--- src/rtl/sub_pkg.sv ---
// sub_pkg: FSM state type and counter sizing helper shared by the serial subtractor.
package sub_pkg;

    typedef enum logic [1:0] {IDLE, RUN, DONE} state_t;

    function automatic int cnt_width(input int w);
        return $clog2(w + 1);
    endfunction

endpackage

--- src/rtl/fsub_1bit.sv ---
// fsub_1bit: single-bit full subtractor cell, d = a - b - bin with borrow-out.
module fsub_1bit (
    input  logic a,
    input  logic b,
    input  logic bin,
    output logic d,
    output logic bout
);

    logic axb;

    assign axb  = a ^ b;
    assign d    = axb ^ bin;
    assign bout = (~a & b) | (~axb & bin);

endmodule

--- src/rtl/serial_sub.sv ---
// serial_sub: bit-serial unsigned subtractor, LSB first, one bit per clock.
// Result and borrow are registered and only update on entry to DONE.
module serial_sub
    import sub_pkg::*;
#(
    parameter int WIDTH = 4
) (
    input  logic             clk,
    input  logic             rst,
    input  logic             start,
    input  logic [WIDTH-1:0] a,
    input  logic [WIDTH-1:0] b,
    output logic             busy,
    output logic             done,
    output logic [WIDTH-1:0] r,
    output logic             borrow
);

    localparam int CW = cnt_width(WIDTH);

    state_t           state_q, state_d;
    logic [WIDTH-1:0] sa_q, sa_d, sb_q, sb_d, acc_q, acc_d, r_q, r_d;
    logic [CW-1:0]    cnt_q, cnt_d;
    logic             bor_q, bor_d, borrow_q, borrow_d;
    logic             d, bout, last;

    fsub_1bit u_cell (
        .a    (sa_q[0]),
        .b    (sb_q[0]),
        .bin  (bor_q),
        .d    (d),
        .bout (bout)
    );

    assign last = cnt_q == CW'(WIDTH - 1);

    always_comb begin
        state_d  = state_q;
        sa_d     = sa_q;
        sb_d     = sb_q;
        acc_d    = acc_q;
        cnt_d    = cnt_q;
        bor_d    = bor_q;
        r_d      = r_q;
        borrow_d = borrow_q;
        case (state_q)
            IDLE: if (start) begin
                state_d = RUN;
                sa_d    = a;
                sb_d    = b;
                acc_d   = '0;
                cnt_d   = '0;
                bor_d   = 1'b0;
            end
            RUN: begin
                // difference bits enter at the MSB so the LSB lands at bit 0 after WIDTH shifts
                sa_d  = sa_q >> 1;
                sb_d  = sb_q >> 1;
                acc_d = (acc_q >> 1) | (WIDTH'(d) << (WIDTH - 1));
                bor_d = bout;
                cnt_d = cnt_q + 1'b1;
                if (last) begin
                    state_d  = DONE;
                    r_d      = acc_d;
                    borrow_d = bout;
                end
            end
            default: state_d = IDLE;
        endcase
    end

    always_ff @(posedge clk or posedge rst) begin
        if (rst) begin
            state_q  <= IDLE;
            sa_q     <= '0;
            sb_q     <= '0;
            acc_q    <= '0;
            cnt_q    <= '0;
            bor_q    <= 1'b0;
            r_q      <= '0;
            borrow_q <= 1'b0;
        end else begin
            state_q  <= state_d;
            sa_q     <= sa_d;
            sb_q     <= sb_d;
            acc_q    <= acc_d;
            cnt_q    <= cnt_d;
            bor_q    <= bor_d;
            r_q      <= r_d;
            borrow_q <= borrow_d;
        end
    end

    assign busy   = state_q != IDLE;
    assign done   = state_q == DONE;
    assign r      = r_q;
    assign borrow = borrow_q;

endmodule

--- config.mk ---
export PLATFORM = sky130hd
export DESIGN_NAME = serial_sub
export DESIGN_NICKNAME = d
export VERILOG_FILES = /design/src/rtl/sub_pkg.sv /design/src/rtl/fsub_1bit.sv /design/src/rtl/serial_sub.sv
export SDC_FILE = /design/constraint.sdc
export NUM_CORES = 1
export LEC_CHECK = 0
export CAP_MARGIN = 40
export CORE_MARGIN = 1
export CORE_UTILIZATION = 45
export DETAILED_ROUTE_END_ITERATION = 7
export GPL_ROUTABILITY_DRIVEN = 1
export PLACE_DENSITY_LB_ADDON = 0.3
export SYNTH_ARGS = -nofsm -noshare
export SYNTH_HDL_FRONTEND = slang
export SYNTH_SLANG_ARGS = --single-unit
--- constraint.sdc ---
create_clock -name clk -period 4.2 [get_ports clk]
set_input_delay 0.84 -clock clk [delete_from_list [all_inputs] [get_ports clk]]
set_output_delay 0.84 -clock clk [all_outputs]
set_load 0.01 [all_outputs]
# Word-level counts from Yosys, hierarchy flattened
# Cells that the tools add are included.
# totals
register_bits,23
input_bits,11
word_cells,41
# op_classes
add_sub_neg,1
eq_ne,5
mux,13
bitwise,8
reduce_logical,6
# op_table
operator,count
$pmux W4 S2,3
$mux W4,3
$pmux W3 S2,1
$reduce_and A2 Y1,3
$mux W2,2
$ne A2 B2 Y1 const B,2
$or A3 B4 Y4,1
$pmux W2 S2,1
$reduce_bool A2 Y1,2
$add A3 B1 Y3 const B,1
$eq A3 B2 Y1 const B,1
$mux W3,1
$and A1 B1 Y1,2
$eq A2 B1 Y1 const B,1
$eq A2 B2 Y1 const B,1
$logic_not A2 Y1,1
$not A1 Y1,2
$pmux W1 S2,1
$xor A1 B1 Y1,2
$mux W1,1
$or A1 B1 Y1,1

# Logic depth before layout (Yosys ltp)
# logic_depth
ltp_word,5
ltp_mapped,4

# Hierarchy
# Synthesis repeated with hierarchy kept, for this count alone.
# hier_totals
cells_unflattened,81
area_unflattened_um2,1013.5
# modules_own_cells
module,n_inst,cells_per_inst,area_each_um2
serial_sub,1,77,982.2
fsub_1bit,1,4,31.3

# Worst setup path after synthesis
# Ideal clock, no wire load.
# synth_path
kind,register -> output
start,register state_q[0]
end,output port done
arrival_ns,0.859
required_time_ns,3.360
path_slack_ns,2.501
stages_incl_launch_ff,4
cell_sequence,dfrtp_1 buf_6 buf_6 nor2b_1
# synth_via
elab_chain_cells,1
# synth_rtl
item,line_no,rtl
from (decl),serial_sub.sv:21,"state_t state_q, state_d;"
from (signal assigned),serial_sub.sv:83,state_q <= state_d;
$eq A2 B2 Y1,serial_sub.sv:95,assign done = state_q == DONE;
to (decl),serial_sub.sv:14,"output logic done,"
# Every way passes these cells.

# Final worst setup path
# layout_path
start,register state_q[0]
end,output port busy
# layout_via
elab_chain_cells,1
# layout_rtl
item,line_no,rtl
$reduce_bool A2 Y1,serial_sub.sv:94,assign busy = state_q != IDLE;
to (decl),serial_sub.sv:13,"output logic busy,"
# Every way passes these cells.

==> summary.md <==
| Metric | Value |
|---|---|
| Outcome | finished clean |
| Vias in the first global route | 670 |
| # nets final | 114 |
| Post-CTS sizing | 0 |
| Adder-cell area share of the yosys netlist | 4.311% |
| Mapped Cells | 83 |
| Maximum vdd drop | 0.0003276 V |
| Layout cells sized above 1 | 12.12% |
| Simple-gate share of the synthesized area | 12.69% |
| Setup tns final | 0 ns |
| CTS buffer count | 3 |
| Crit path largest cell delay | roughly 0.83 ns |
| Worst-case reg-to-reg path depth | 2 |
| Initial antenna violation count | 0 |
| # diodes | 0 |
| Reg area | 550.5 sq um |
| Worst slew margin | around 45% |
| Tmin final | 2.741 ns |
| CP Max Fanout | 20 |
| Clock Skew | 0.006020 ns |
| Total track usage | 15.24% |
| Worst hold path stage count | 1 |
| Number of I/O pins | 18 |
| Seq cells post-synth | 22 |
| Post-CTS setup buffer count | 0 |
| Nature of the critical path startpoint | flip-flop |
| Mux cell area share after synthesis | 6.347% |
| Cts hold-fix bufs | 0 |
| Via count | 691 |
| Cell Rows | 17 |
| Area of the multi-input gates | approximately 400 sq um |
| Post-DP HPWL | between 1 and 1.5 mm |
| Pwr dens | 698.4 mW/mm^2 |
| Dpl cell area | 0.001200 sq mm |
| CTS Buffer Depth | 2 |
| CP max stage cell | dfrtp_1 |
| CP endpoint kind | output port |
| Type of the worst min-delay path | flip-flop to flip-flop |
| Most common cell after layout, fill and taps aside | dfrtp_1 |
| ANT nets after route | 0 |
| Hold slack | 0.5069 ns |
| I/O Buffers | 17 |
| Root Driver | clkbuf_4 |
| Clk sink count | 22 |
| Number of setup violations in the final report | 0 |
| Core Region | 0.002191 sq mm |
| Max Cap Viol | 0 |
| CTS tree | built |
| Die Wd | 50.19 microns |
| Drt pass-1 iters | 4 |
| Die area | 0.002519 sq mm |
| Routed Wire Length | 1.663 mm |
| Clock-pin slew on the worst setup and hold paths | 0.11 ns |
| Sw Share | 35.00% |
| Vias per Instance | 5.441 |
| Net Sw Power | 302.2 uW |
| P_int | roughly 560 uW |
| Synth Area in XOR/XNOR | 0% |
| GRT overflow | 0 |
| Synth Net Count | 97 |
| Worst Path Arrival | 1.90 ns |
| Crit-path cells | nor2_1 > inv_1 > clkdlybuf4s50_1 |
| Initial Util | 47.69% |
| Post-synthesis cell type count | 22 |
| Post-route cell area | ~0.0012 sq mm |
| Clock group share of total power | 13.5% |
| Fin crit share | about two thirds |
| Largest family of logic cells by synthesized area | compound AO/OA/AOI/OAI gates |
| Drt wl/cell | 13.09 microns |
| Largest net degree at the start of global routing | 23 |
| Post-synthesis compound-gate area fraction | 14.85% |
| Mean Syn Cell Area | 12.59 sq um |
| Register area share after synthesis | 52.69% |
| Part of the power in registers | 45.9% |
| First-pass GRT wire length | ~2.8 mm |
| Fmax achieved | between 0.3 and 0.4 GHz |
| Least-Margin Pin Slew | 0.8233 ns |
| Initial detailed-routing violation count | 7 |
| Final worst slack | 1.459 ns |
| P&R area growth vs syn | 18.32% |
| Pleak | 0.5714 nW |
| FILL cells | around 190 |
| Clk_lat worst skew | between 0.3 and 0.4 ns |
| RSZ-0062 raised after global routing | false |
| H-tree levels | 1 |
| Drt drc | 0 |
| Post-place setup slack | between 1.5 and 2 ns |
| Chip height | 50.19 microns |
| Final slew viol count | 0 |
| Comb power frac | 40.6% |
| Most frequent cells in the layout | 22 x dfrtp_1, 17 x clkdlybuf4s50_1, 12 x inv_1 |
| Worst EP required | 3.36 ns |
| Mapped Area | 0.001045 sq mm |
| Final Hold Fails | 0 |
| Worst setup path class | flip-flop to output port |
| Synthesis Warnings | 0 |
| GPL Wtd Cong | between 0.6 and 0.7 |
==> critical path, delay by kind of cell (launching register included) <==
family	cells	cell delay, ns
buf+inv	2	0.62
flops	1	0.83
simple gates	1	0.15
==> power groups by stage <==
stage	sequential (mW)	clock, mW	combinational, mW
after floorplan	0.367	0	0.300
after global placement	0.397	0	0.349
after detailed placement	0.401	0	0.357
after CTS	0.397	0.121	0.358
after global routing	0.411	0.127	0.396
final	0.396	0.117	0.351
==> synthesized netlist by cell type <==
library cell | count | area, sq um
or2b_1 | 1 | 7.510
mux2_2 | 5 | 56.30
inv_1 | 12 | 45.04
buf_6 | 4 | 45.04
a21oi_1 | 1 | 5.000
nor2b_1 | 1 | 6.260
mux2i_1 | 1 | 10.01
and2b_1 | 1 | 7.510
a221oi_2 | 1 | 15.01
a221oi_1 | 5 | 43.79
dfrtp_1 | 22 | 550.5
nand2b_1 | 2 | 12.51
nor2_1 | 7 | 26.28
nand3b_4 | 1 | 20.02
a32o_1 | 2 | 20.02
o2bb2ai_1 | 2 | 17.52
fa_1 | 1 | 20.02
nor4b_1 | 6 | 52.55
o21bai_4 | 1 | 18.77
a22o_1 | 4 | 35.03
buf_2 | 1 | 5.000
ha_1 | 2 | 25.02
==> routing by layer <==
| layer | up-vias | wire [microns] | track usage [%] |
|---|---|---|---|
| met4 | 0 | 25 | 8.571 |
| met5 | - | 0 | 0 |
| li1 | 326 | - | - |
| met3 | 4 | 66 | 2.727 |
| met2 | 18 | 839 | 25.56 |
| met1 | 343 | 732 | 18.24 |
==> registers in the layout, summed over array words and instances, names as in the netlist <==
name,cells
borrow,1
r,4
sa_q,4
sb_q,4
acc_q,3
state_q,2
cnt_q,3
bor_q,1
==> metrics by stage <==
step / total power, mW / utilization [%] / std cells
floorplan: 0.6674 / - / 83
global placement: 0.7455 / 54.77 / 123
detailed placement: 0.7586 / 54.77 / 123
CTS: 0.8757 / 56.42 / 127
global route: 0.9338 / 56.42 / 127
finish: 0.8634 / 56.42 / 127
==> worst paths after layout <==
| check | start | slack (ns) | to |
|---|---|---|---|
| setup / recovery | state_q[0] | 1.46 | busy |
| hold / removal | sa_q[3] | 0.51 | sa_q[3] |
| setup reg to reg | state_q[0] | 2.65 | sa_q[2] |
| hold reg to reg | sa_q[3] | 0.51 | sa_q[3] |
| max in group asynchronous | rst | 2.71 | sa_q[1] |
| min in group asynchronous | rst | 0.98 | r[3] |
==> area by class of cell <==
type                            instances  share of cell area [%]
Sequential cell                        22                   44.53
Multi-Input combinational cell         44                   32.29
Timing Repair Buffer                   17                   13.77
Inverter                               12                   3.644
Clock buffer                            4                   2.935
Tap cell                               28                   2.834
==> cells by family after synthesis <==
kind of cell             Yosys count
adder cells (fa/ha/maj)            3
buffers and inverters             17
flip-flops                        22
AND/OR/NAND/NOR                   19
AO/OA/AOI/OAI                     16
multiplexers                       6
Note: power is estimated with default switching activity, not from simulation.
